**config.mk**
```make
export PLATFORM = sky130hd
export DESIGN_NAME = wm_coin_frontend
export DESIGN_NICKNAME = d
export VERILOG_FILES = /design/src/rtl/wm_coin_frontend.sv
export SDC_FILE = /design/constraint.sdc
export NUM_CORES = 1
export LEC_CHECK = 0
export CAP_MARGIN = 20
export CORE_MARGIN = 3
export CORE_UTILIZATION = 51
export CTS_BUF_LIST = sky130_fd_sc_hd__clkbuf_2 sky130_fd_sc_hd__clkbuf_4 sky130_fd_sc_hd__clkbuf_8
export CTS_CLUSTER_DIAMETER = 150
export DETAILED_ROUTE_END_ITERATION = 8
export DONT_BUFFER_PORTS = 1
export GPL_TIMING_DRIVEN = 0
export PLACE_DENSITY = 0.66
export SYNTH_ARGS = -nofsm -noshare
export SYNTH_HDL_FRONTEND = slang
export SYNTH_SLANG_ARGS = --single-unit
```
**constraint.sdc**
```tcl
create_clock -name clock -period 3.8 [get_ports clock]
set_input_delay 0.95 -clock clock [delete_from_list [all_inputs] [get_ports clock]]
set_output_delay 0.95 -clock clock [all_outputs]
set_load 0.01 [all_outputs]
```
**src/rtl/wm_coin_frontend.sv**
```systemverilog
// wm_coin_frontend: synchronise/debounce panel inputs, accumulate coin credit, drive refund solenoid (optional OVERPAY_RETURN_EN returns excess coins)
module wm_coin_frontend #(
  parameter int DEBOUNCE_CYCLES     = 16,
  parameter int PRICE               = 4,
  parameter int CREDIT_W            = 4,
  parameter int RETURN_PULSE_CYCLES = 8
) (
  input  logic                clock,
  input  logic                reset_n,
  input  logic                coin_in,
  input  logic                cancel_in,
  input  logic                lid_in,
  input  logic [2:0]          mode_in,
  input  logic                busy,
  input  logic                cycle_done,
  output logic                coin,
  output logic                cancel,
  output logic                lid,
  output logic                mode_1,
  output logic                mode_2,
  output logic                mode_3,
  output logic [CREDIT_W-1:0] credit,
  output logic                coin_return_pulse,
  output logic                refund_active
);
  localparam int DW = $clog2(DEBOUNCE_CYCLES);
  localparam int TW = $clog2(RETURN_PULSE_CYCLES + 1);
  typedef enum logic [1:0] {COLLECT, PAID, LOCKED, REFUND} state_t;
  state_t state, state_nx;
  logic [5:0] raw, s1, s2, db;
  logic [4:0] db_q, ev;
  logic coin_ev, cancel_ev, run, end_ph, dec, load, add_coin, ovp, low_ph;
  logic [2:0] mode_ev, mode;
  logic [TW-1:0] ptmr;
  logic [CREDIT_W-1:0] rcnt, rcnt_nx, credit_nx;
  logic [CREDIT_W+1:0] rsum;
  assign raw = {mode_in, lid_in, cancel_in, coin_in};
  // two-flop synchroniser for every raw input
  always_ff @(posedge clock) begin
    if (!reset_n) begin
      s1 <= '0;
      s2 <= '0;
    end else begin
      s1 <= raw;
      s2 <= s1;
    end
  end
  for (genvar g = 0; g < 6; g++) begin : g_db
    logic [DW-1:0] cnt;
    // count consecutive cycles the synchronised input disagrees with the debounced level
    always_ff @(posedge clock) begin
      if (!reset_n) begin
        cnt   <= '0;
        db[g] <= 1'b0;
      end else if (s2[g] == db[g]) begin
        cnt <= '0;
      end else if (cnt == DW'(DEBOUNCE_CYCLES - 1)) begin
        cnt   <= '0;
        db[g] <= s2[g];
      end else begin
        cnt <= cnt + 1'b1;
      end
    end
  end
  assign ev        = {db[5:3], db[1:0]} & ~db_q;
  assign coin_ev   = ev[0];
  assign cancel_ev = ev[1];
  assign mode_ev   = ev[4:2];
  // refund engine and credit bookkeeping
  always_comb begin
    run      = rcnt != '0;
    end_ph   = run && ptmr == TW'(RETURN_PULSE_CYCLES - 1);
    dec      = end_ph && low_ph;
    load     = cancel_ev && credit != '0 && (state == COLLECT || state == PAID);
`ifdef OVERPAY_RETURN_EN
    ovp      = coin_ev && (state == PAID || state == LOCKED);
`else
    ovp      = 1'b0;
`endif
    add_coin = (coin_ev && (state == REFUND || load)) || ovp;
    rsum     = {2'b0, rcnt} + {2'b0, load ? credit : '0} + (CREDIT_W+2)'(add_coin) - (CREDIT_W+2)'(dec);
    rcnt_nx  = rsum > {2'b0, {CREDIT_W{1'b1}}} ? '1 : rsum[CREDIT_W-1:0];
    credit_nx = state == COLLECT ? (load ? '0 : coin_ev ? credit + 1'b1 : credit)
              : (state == PAID && !cancel_ev && !busy) ? credit : '0;
  end
  // datapath registers: credit, pending returns, pulse timer, mode latch
  always_ff @(posedge clock) begin
    if (!reset_n) begin
      credit <= '0;
      rcnt   <= '0;
      ptmr   <= '0;
      low_ph <= 1'b0;
      db_q   <= '0;
      mode   <= 3'b001;
    end else begin
      credit <= credit_nx;
      rcnt   <= rcnt_nx;
      ptmr   <= (!run || end_ph) ? '0 : ptmr + 1'b1;
      low_ph <= !run ? 1'b0 : end_ph ? !low_ph : low_ph;
      db_q   <= {db[5:3], db[1:0]};
      if ((state == COLLECT || state == PAID) && mode_ev != '0)
        mode <= mode_ev[0] ? 3'b001 : mode_ev[1] ? 3'b010 : 3'b100;
    end
  end
  // FSM state register
  always_ff @(posedge clock) begin
    if (!reset_n) state <= COLLECT;
    else          state <= state_nx;
  end
  // FSM next-state logic
  always_comb begin
    state_nx = state;
    case (state)
      COLLECT: state_nx = load ? REFUND : (coin_ev && credit + 1'b1 == CREDIT_W'(PRICE)) ? PAID : COLLECT;
      PAID:    state_nx = load ? REFUND : busy ? LOCKED : PAID;
      LOCKED:  state_nx = cycle_done ? COLLECT : LOCKED;
      REFUND:  state_nx = (dec && rcnt_nx == '0) ? COLLECT : REFUND;
      default: state_nx = COLLECT;
    endcase
  end
  // FSM and pass-through outputs
  always_comb begin
    coin              = state == PAID || state == LOCKED;
    cancel            = cancel_ev && state != REFUND;
    refund_active     = state == REFUND;
    coin_return_pulse = run && !low_ph;
    lid               = db[2];
    {mode_3, mode_2, mode_1} = mode;
  end
endmodule

```
Word-level counts from Yosys, hierarchy flattened
Cells that the tools add are included.
Operators by class
  $add $sub $neg: 11
  $lt $le $gt $ge: 1
  equal/unequal tests: 20
  muxes and demuxes: 15
  bitwise logic cells: 9
  reductions and logical operators: 40
Operators with widths (count)
  $add 4x1->4 const B: 8
  $eq 4x4->1 const B: 6
  $mux 4: 6
  $reduce_or 3->1: 6
  $reduce_and 2->1: 8
  $logic_and 1x1->1: 12
  $mux 2: 5
  $eq 4x3->1 const B: 2
  $pmux 2 s4: 1
  $reduce_bool 4->1: 2
  $not 1->1: 7
  $add 5x1->6: 1
  $eq 1x1->1: 6
  $gt 6x4->1 const B: 1
  $mux 3: 2
  $sub 6x1->6: 1
  $add 4x4->5: 1
  $and 5x5->5: 1
  $not 5->5: 1
  $eq 2x2->1 const B: 2
  $logic_not 1->1: 4
  $logic_not 4->1: 1
  $logic_or 1x1->1: 4
  $ne 3x3->1 const B: 1
  other kinds (7): 7
Storage, ports and cells
  flip-flop bits (word level): 65
  input port bits: 10
  output and inout port bits: 12
  word-level logic and storage cells: 117

Logic depth before layout (Yosys ltp)
Gate-level depths: netlist of run 1.
  depth in word-level cells: 14
  depth in mapped cells: 12
  mapped depth without buffers: 12

Worst setup path before layout of run 1
Ideal clock, no wire load.
  path kind: reg2reg
  start: register rcnt[0]
  end: register state[0]
  setup time: 0.125 ns
  arrival time: 2.814 ns
  required time: 3.675 ns
  path slack: 0.861 ns
  stages on the path, launching flop included: 11
  path buffers: 0
  period minus slack after synthesis: 2.939 ns
  cells stage by stage: dfxtp_1 > or4_4 > and2_1 > ha_1 > inv_1 > fa_1 > fa_1 > a21o_1 > a211o_1 > nand4_1 > a211oi_2
Between the ends
  word-level cells in the longest chain between the ends: 10
  elaborated cells on any way between the ends: 12
Ends and longest elaborated chain
  start, declared: line 35  | logic [CREDIT_W-1:0] rcnt, rcnt_nx, credit_nx;
  start signal, assigned: line 97  | rcnt <= rcnt_nx;
  parallel branches: the longest is 7 deep, another holds $add 5x1->6
  $logic_and 1x1->1 *: line 117  | REFUND: state_nx = (dec && rcnt_nx == '0) ? COLLECT : REFUND;
  $mux 2 *: line 117
  $pmux 2 s4 *: line 113  | case (state)
  end signal, assigned: line 108  | else state <= state_nx;
  end, declared: line 29  | state_t state, state_nx;
Every way passes the cells marked *.
A chain may end at the register's enable or synchronous reset.

Worst setup path in the final report of run 1
Same ends and word-level chain as after synthesis.

==> results of run 1 <==
==> flip-flops by register name, indices dropped and copies added, names as in the netlist, 2 cells and up <==
name and cells:
rcnt 4, db 5, credit 4, db_q 5, mode 3, s1 6, s2 6, state 2
g_db.cnt 24, ptmr 4
==> through the flow <==
stage                     power (W)  cells
final                       0.00183    402
after global routing        0.00195    402
after CTS                   0.00185    402
after detailed placement    0.00124    386
after global placement      0.00123    386
after floorplan             0.00115    314
==> cell usage in the layout (no fill, tap or decap), drive strengths merged, types with 4 or more instances in the layout <==
| cell | instances |
|---|---|
| and3 | 6 |
| xnor2 | 4 |
| clkinv | 5 |
| nor3 | 7 |
| nand3 | 26 |
| mux2i | 9 |
| nand2 | 13 |
| clkbuf | 15 |
| a211oi | 4 |
| dfxtp | 65 |
| o21ai | 5 |
| nor2 | 35 |
| and2 | 18 |
| ha | 22 |
| xor2 | 19 |
| o31ai | 4 |
| inv | 28 |
| a21oi | 8 |
| nor2b | 6 |
| nor3b | 4 |
==> final cells by class <==
cell class | instances | area [sq um] | share of cell area, %
Inverter | 29 | 109 | 3.36
Clock inverter | 5 | 53.8 | 1.66
Clock buffer | 11 | 151 | 4.68
Tap cell | 72 | 90.1 | 2.78
Multi-Input combinational cell | 215 | 1510 | 46.7
Sequential cell | 65 | 1300 | 40.2
Buffer | 5 | 20.0 | 0.618
==> final timing paths <==
| check | startpoint | to | slack (ns) | cells past startpoint |
|---|---|---|---|---|
| max | rcnt[0] | state[0] | 0.66 | 10 |
| min reg2reg | s1[3] | s2[3] | 0.43 | 1 |
| min | s1[3] | s2[3] | 0.43 | 1 |
| max reg2reg | rcnt[0] | state[0] | 0.66 | 10 |
==> report_power, final <==
group / leakage, nW / switching (W) / total, W / internal (W)
registers: 0.529 / 0.0000306 / 0.000757 / 0.000726
logic: 0.857 / 0.000275 / 0.000472 / 0.000197
clock network: 0.109 / 0.000268 / 0.000605 / 0.000336
==> routing by layer <==
| metal | track usage (%) | share of wire [%] | vias to the layer above |
|---|---|---|---|
| li1 | - | - | 1085 |
| met1 | 20.5 | 46 | 960 |
| met2 | 28.4 | 45 | 33 |
| met3 | 6.91 | 6.3 | 10 |
| met4 | 9.30 | 2.2 | 0 |
| met5 | 0 | 0 | - |
==> cells by family after synthesis <==
logic type                 Yosys count  synth area share (%)
xor gates and xnor gates            23                  6.85
muxes                                9                  3.06
adders and majority gates           24                  10.7
buffers and inverters               34                  4.38
DFF                                 65                  44.2
AOI/OAI and AO/OA                   33                  8.38
and+or+nand+nor                    126                  22.4
==> worst max-delay path: cells and delay by family (launching register included) <==
| kind | cells | cell delay (ns) |
|---|---|---|
| adder cells (fa/ha/maj) | 3 | 1.17 |
| buffers and inverters | 1 | 0.05 |
| AO/OA/AOI/OAI | 3 | 0.62 |
| flip-flops | 1 | 0.32 |
| AND/OR/NAND/NOR | 3 | 0.89 |
==> flow_summary.yaml, run 1 <==
timing:
  rsz0062_at_grt: "false"
  drv_slew: 0
  hold_viol: 0
  fin_crit_sh_pct: 82.6
  whs_ns: 0.434
  tns_ns: 0
  fin_crit_ns: 3.14
  max_freq_ghz: 0.319
  setup_viol: 0
  fin_worst_skew_ns: 0.00867
  max_slew_margin_pct: 62.2
  tightest_slew_ns: 0.566
  setup_ws_ns: 0.661
place:
  routabilityCongestion: 0.760
  dpl.hpwl_um: 3840
  dpl_cell_area_sq_mm: 0.00303
  portBuffers: 0
  post-place-ws_ns: 0.671
synthesis:
  syn_area_per_cell_sq_um: 9.37
  yosysMostFrequentCell: "dfxtp_1"
  synth_area_sq_mm: 0.00294
  yosysUniqueCellTypes: 46
  ys_ff_latch: 65
  synth_edf_count: 0
  synth.area.top_cells: "dfxtp_1 (44%), ha_1 (9.4%), xor2_1 (5.7%)"
  postSynthCellCount: 314
  netlist_top_cells_count: "dfxtp_1 (65), nor2_1 (35), inv_1 (28)"
  ys_async_sr_fraction_pct: 0
  yosysTopAreaCellShare_pct: 44.2
  synthFlopType: "dfxtp_1"
  ys_warn_count: 0
  yosysSeqAreaShare_pct: 44.2
  syn_nets: 348
  synth_top_cell_by_area: "dfxtp_1"
route:
  drc_errors: 0
  wire_per_inst_um: 13.1
  dr.first_iter.drc_count: 35
  viasPerCell: 5.19
  ant_nets: 0
  totalWireLength_um: 5270
  drt-pass1-iter-count: 4
  via_count: 2088
final_layout:
  fin_util_pct: 58.4
  fillerInstances: 499
  finalNetCount: 359
  fin_area_sq_mm: 0.00324
  area_growth_pct: 10.0
  drive_above_1_share_pct: 7.27
  antenna_cells: 0
hold_path:
  hold_path.class: "reg2reg"
floorplanning:
  die_w_um: 82.0
  ios: 22
  rows: 27
  fp.dieArea_sq_mm: 0.00672
  die_y_um: 82.0
  core_area_sq_mm: 0.00554
  initial_utilization_pct: 53.1
clocking:
  post_cts_buffers: 0
  ctsResizeCount: 0
  clock_path_buffers: 2
  htreeDepth: 3
  cts_sinks: 65
  cts_tree: "done"
  clock_latency_ns: 0.34
  ctsHoldBuffers: 0
  clkTransAtPathRegs_ns: 0.08
  cts-buffers-inserted: 9
  root_buffer: "clkbuf_8"
outcome:
  outcome: "completed"
critical_path:
  crit_path_end_kind: "flop"
  crit_arrival_ns: 3.40
  path_common_cell: "fa_1"
  slowest_delay_ns: 0.55
  start_kind: "flop"
  crit_chain: "or4_4, and2_1, ha_1, inv_1, fa_1, fa_1, a211oi_1, a211o_1, nand4_1, a211oi_2"
  slowest_stage: "or4_4"
  path_max_fanout: 4
  critPathKind: "reg2reg"
  cp.required_ns: 4.06
grt:
  gr-total-overflow: 0
  grt_pass1_wl_um: 8820
  grt_antenna_before_repair: 0
  grt_max_degree: 12
  grt_pass1_vias: 2028
  grt.total_usage_pct: 17.8
pwr:
  p_per_area_mw_per_mm2: 566
  power_leakage_nw: 1.49
  vdd_drop_max_mv: 0.467
run:
  drv_cap: 0
Power figures use the tool's default switching activity.
==> run 2: changes to the inputs <==
clock period = 3 ns   (was 3.8 ns; I/O delays follow)
==> run 2 against run 1 <==
- highest routed layer unchanged
- first-iteration DRC count is 8.6% lower
- via count up 1.2%
- clock power increased by 26%
- critical path type unchanged
==> flow_summary.yaml, run 2 (synthesis gave the netlist of run 1 again) <==
outcome:
  outcome: "completed"
clocking:
  clock_path_buffers: 2
  cts_tree: "done"
  cts_sinks: 65
  cts-buffers-inserted: 9
  root_buffer: "clkbuf_8"
  clock_latency_ns: 0.34
  clkTransAtPathRegs_ns: 0.07
  htreeDepth: 3
critical_path:
  crit_arrival_ns: 3.22
  start_kind: "flop"
  r2r_start: "rcnt[2]"
  path_max_fanout: 4
  cp.required_ns: 3.22
  reg2reg_depth: 10
  r2r_slack_ns: 0.004
  r2r-end: "state[0]"
  critPathKind: "reg2reg"
  crit_path_end_kind: "flop"
final_layout:
  final_common_cell: "dfxtp_1"
  multi_input_area_sq_mm: 0.00157
  fin_cells: 406
  seqCellArea_sq_mm: 0.00131
  fin_area_sq_mm: 0.00333
  drive_above_1_share_pct: 12.9
  finalNetCount: 363
  top_register: "g_db.cnt"
  top_regs: "g_db.cnt: 24 flops, s1: 6 flops, s2: 6 flops"
  final_cell_mix: "dfxtp_1 (62), nor2_1 (34), inv_1 (27), nand3_1 (26), ha_1 (20)"
  largest_reg_flops: 24
  area_growth_pct: 13.1
  antenna_cells: 0
  fillerInstances: 489
timing:
  fin_crit_sh_pct: 99.9
  setup_ws_ns: 0.00399
  setup_viol: 0
  fin_worst_skew_ns: 0.00724
  tightest_slew_ns: 0.565
  max_freq_ghz: 0.334
  fin_crit_ns: 3.00
  hold_viol: 0
  drv_slew: 0
  rsz0062_at_grt: "true"
  max_slew_margin_pct: 62.3
grt:
  grt_max_degree: 12
  gr-total-overflow: 0
  grt.total_usage_pct: 18.0
  grt_pass1_wl_um: 8900
  grt_pass1_vias: 2039
  grt_antenna_before_repair: 0
route:
  wire_per_inst_um: 13.4
  via_count: 2114
  totalWireLength_um: 5450
  drc_errors: 0
  drt-pass1-iter-count: 4
  ant_nets: 0
  dr.first_iter.drc_count: 32
  viasPerCell: 5.21
floorplanning:
  initial_utilization_pct: 53.1
  rows: 27
  die_w_um: 82.0
  die_y_um: 82.0
  core_area_sq_mm: 0.00554
  fp.dieArea_sq_mm: 0.00672
  ios: 22
place:
  post-place-ws_ns: -0.129
  placed_cells: 386
  dpl_cell_area_sq_mm: 0.00303
  dpl.hpwl_um: 3840
  routabilityCongestion: 0.760
  portBuffers: 0
pwr:
  power_w: 0.00242
  vdd_drop_max_mv: 0.528
  power_leakage_nw: 1.52
  p_per_area_mw_per_mm2: 726
run:
  drv_cap: 0
hold_path:
  min_to: "s2[3]"
  hold_path.class: "reg2reg"
  whs_path_depth: 1
  hold_start: "s1[3]"
-- run 2: cell types whose count changed in the layout (fill, tap and decap cells not counted), moves of 2 or more --
cell	delta
a211oi_1	-2
a211oi_2	+2
buf_4	+4
dfxtp_1	-3
dfxtp_2	+3
fa_1	-2
fa_2	+2
ha_1	-2
-- run 2: layout make-up --
cell class / count / share of cell area [%]
plain buffers: 5 / 0.602
multi-input cells: 215 / 47.1
clock buffers: 11 / 4.55
repair buffers: 4 / 0.902
flip-flops and latches: 65 / 39.2
inverters: 29 / 3.27
clock inverters: 5 / 1.62
well taps: 72 / 2.71
-- run 2: per-stage QoR --
step	util, %	setup TNS (ns)	hold slack (ns)
after CTS	58.9	0	0.438
after floorplan	-	0	0.412
after global placement	54.7	-0.414	0.414
after detailed placement	54.7	-0.378	0.422
final	60.1	0	0.434
after global routing	60.1	-0.145	0.463
-- run 2: critical path: stages (launching register included) --
cell	delay [ns]
dfxtp_2	0.32
or4_4	0.54
and2_4	0.16
ha_4	0.26
inv_2	0.03
fa_2	0.40
fa_2	0.40
a21o_1	0.19
a211o_1	0.26
nand4_1	0.21
a211oi_2	0.10
-- run 2: metal layers --
layer	routed length [um]	global-route usage [%]
met3	321	6.91
met5	0	0
met1	2510	20.8
met2	2510	28.7
met4	111	9.30
-- run 2: timing repair --
item,4_1_cts,5_1_grt
hold buffers,0,0
buffers inserted,2,2
pin swaps,5,6
gates resized for setup,4,12
gates cloned,0,0
endpoints found under the setup margin,6,6
-- run 2: power by group --
group | internal [W] | total [W] | switching (W)
combinational | 0.000299 | 0.000693 | 0.000395
clock | 0.000426 | 0.000762 | 0.000337
sequential | 0.000922 | 0.000961 | 0.0000392
total | 0.00165 | 0.00242 | 0.000771
-- run 2: how the worst max path moves through the flow --
stage / depth (start not counted) / slack, ns / endpoint / from
2_1_floorplan: 10 / 0.06 / state[0] / rcnt[0]
3_3_place_gp: 10 / -0.12 / state[0] / rcnt[0]
3_5_place_dp: 10 / -0.13 / state[0] / rcnt[0]
4_1_cts: 12 / 0.0009 / state[0] / credit[0]
5_1_grt: 10 / -0.06 / state[0] / rcnt[2]
6_report: 10 / 0.004 / state[0] / rcnt[2]
==> run 3: changes to the inputs <==
GPL_TIMING_DRIVEN = not set   (was 0)
==> run 3 against run 2 <==
- register-to-register slack gained 0.099 ns
- count of clock-buffer cells in the layout grew 2
- total power shrank 4.7%
- sequential cell count is the same
- core utilization shrank 0.77 points
- final cell count is the same
- largest power group unchanged
==> flow_summary.yaml, run 3 (synthesis gave the netlist of run 1 again) <==
timing:
  rsz0062_at_grt: "false"
  max_freq_ghz: 0.345
  setup_viol: 0
  drv_slew: 0
  tns_ns: 0
  fin_crit_ns: 2.90
  hold_viol: 0
  whs_ns: 0.433
  fin_worst_skew_ns: 0.00558
  max_slew_margin_pct: 67.3
  tightest_slew_ns: 0.486
  fin_crit_sh_pct: 96.6
final_layout:
  final_common_cell: "dfxtp_1"
  fin_util_pct: 59.3
  largest_reg_flops: 24
  final_cell_mix: "dfxtp_1 (65), nor2_1 (34), inv_1 (28), nand3_1 (26), ha_1 (22)"
  top_regs: "g_db.cnt: 24 flops, s1: 6 flops, s2: 6 flops"
  drive_above_1_share_pct: 10.8
  fin_area_sq_mm: 0.00329
  finalNetCount: 364
  fin_cells: 406
  top_register: "g_db.cnt"
  area_growth_pct: 11.6
  antenna_cells: 0
  fillerInstances: 515
route:
  dr.first_iter.drc_count: 60
  drt-pass1-iter-count: 4
  ant_nets: 0
  wire_per_inst_um: 12.5
  via_count: 2098
  viasPerCell: 5.17
  drc_errors: 0
  totalWireLength_um: 5070
pwr:
  p_per_area_mw_per_mm2: 701
  vdd_drop_max_mv: 0.532
  power_leakage_nw: 1.52
hold_path:
  hold_path.class: "reg2reg"
critical_path:
  path_max_fanout: 4
  slowest_stage: "or4_4"
  crit_chain: "or4_4, and2_1, ha_1, inv_1, fa_2, fa_2, a21o_1, a211o_1, nand4_1, a21oi_1"
  path_common_cell: "fa_2"
  crit_path_end_kind: "flop"
  critical_path_buf_inv_count: 1
  crit_arrival_ns: 3.11
  start_kind: "flop"
  critPathKind: "reg2reg"
  critPathTopFamily: "adder cells"
  cp.required_ns: 3.21
  slowest_delay_ns: 0.53
floorplanning:
  fp.dieArea_sq_mm: 0.00672
  rows: 27
  die_y_um: 82.0
  die_w_um: 82.0
  core_area_sq_mm: 0.00554
  initial_utilization_pct: 53.1
  ios: 22
clocking:
  clock_path_buffers: 2
  cts-buffers-inserted: 9
  cts_tree: "done"
  ctsHoldBuffers: 0
  cts_sinks: 65
  clkTransAtPathRegs_ns: 0.07
  post_cts_buffers: 0
  clock_latency_ns: 0.33
  htreeDepth: 3
  root_buffer: "clkbuf_8"
place:
  routabilityCongestion: 0.819
  placed_cells: 391
  dpl.hpwl_um: 3740
  portBuffers: 0
  dpl_cell_area_sq_mm: 0.00309
run:
  drv_cap: 0
grt:
  grt_pass1_wl_um: 8670
  gr-total-overflow: 0
  grt_max_degree: 44
  grt_antenna_before_repair: 0
  grt.total_usage_pct: 17.1
  grt_pass1_vias: 1949
outcome:
  outcome: "completed"
## run 3: changes by cell type in the layout (fill, tap and decap cells not counted), sizes merged
cell	previous run	this run
buf	5	10
clkbuf	15	13
clkinv	5	2
clkinvlp	0	1
bufinv	1	0
## run 3: worst paths after layout
path / from / end / slack (ns) / cells after the start
min: s1[3] / s2[3] / 0.43 / 1
min reg2reg: s1[3] / s2[3] / 0.43 / 1
max reg2reg: rcnt[0] / state[1] / 0.10 / 10
max: rcnt[0] / state[1] / 0.10 / 10
## run 3: layout make-up
class | count | area [sq um] | share of cell area [%]
Multi-Input combinational cell | 215 | 1530 | 46.4
Timing Repair Buffer | 10 | 75.1 | 2.28
Clock inverter | 2 | 12.5 | 0.381
Clock buffer | 13 | 173 | 5.26
Sequential cell | 65 | 1300 | 39.6
Tap cell | 72 | 90.1 | 2.74
Inverter | 29 | 109 | 3.31
## run 3: worst register-to-register path, stage by stage, from the launching register on
cell	delay, ns
dfxtp_1	0.31
or4_4	0.53
and2_1	0.15
ha_1	0.27
inv_1	0.05
fa_2	0.35
fa_2	0.39
a21o_1	0.20
a211o_1	0.26
nand4_1	0.17
a21oi_1	0.09
## run 3: metrics by stage
| step | setup WS, ns | total power, W |
|---|---|---|
| floorplan | 0.0605 | 0.00146 |
| global placement | -0.00442 | 0.00161 |
| detailed placement | -0.0885 | 0.00162 |
| CTS | 0.0125 | 0.00232 |
| global route | 0.0000597 | 0.00245 |
| finish | 0.103 | 0.00230 |
## run 3: where the power goes
part / switching [W] / internal, W
clock: 0.000307 / 0.000371
sequential: 0.0000311 / 0.000920
combinational: 0.000369 / 0.000305
## run 3: what timing repair did
item | CTS | global route
pin swaps | 4 | 3
setup endpoints to repair | 6 | 6
resized for setup | 3 | 1
## run 3: metal layers
layer	routed length, um	track usage [%]	up-vias
li1	-	-	1086
met1	2350	20.4	957
met2	2290	26.7	37
met3	297	7.68	18
met4	140	7.31	0
met5	0	0	-
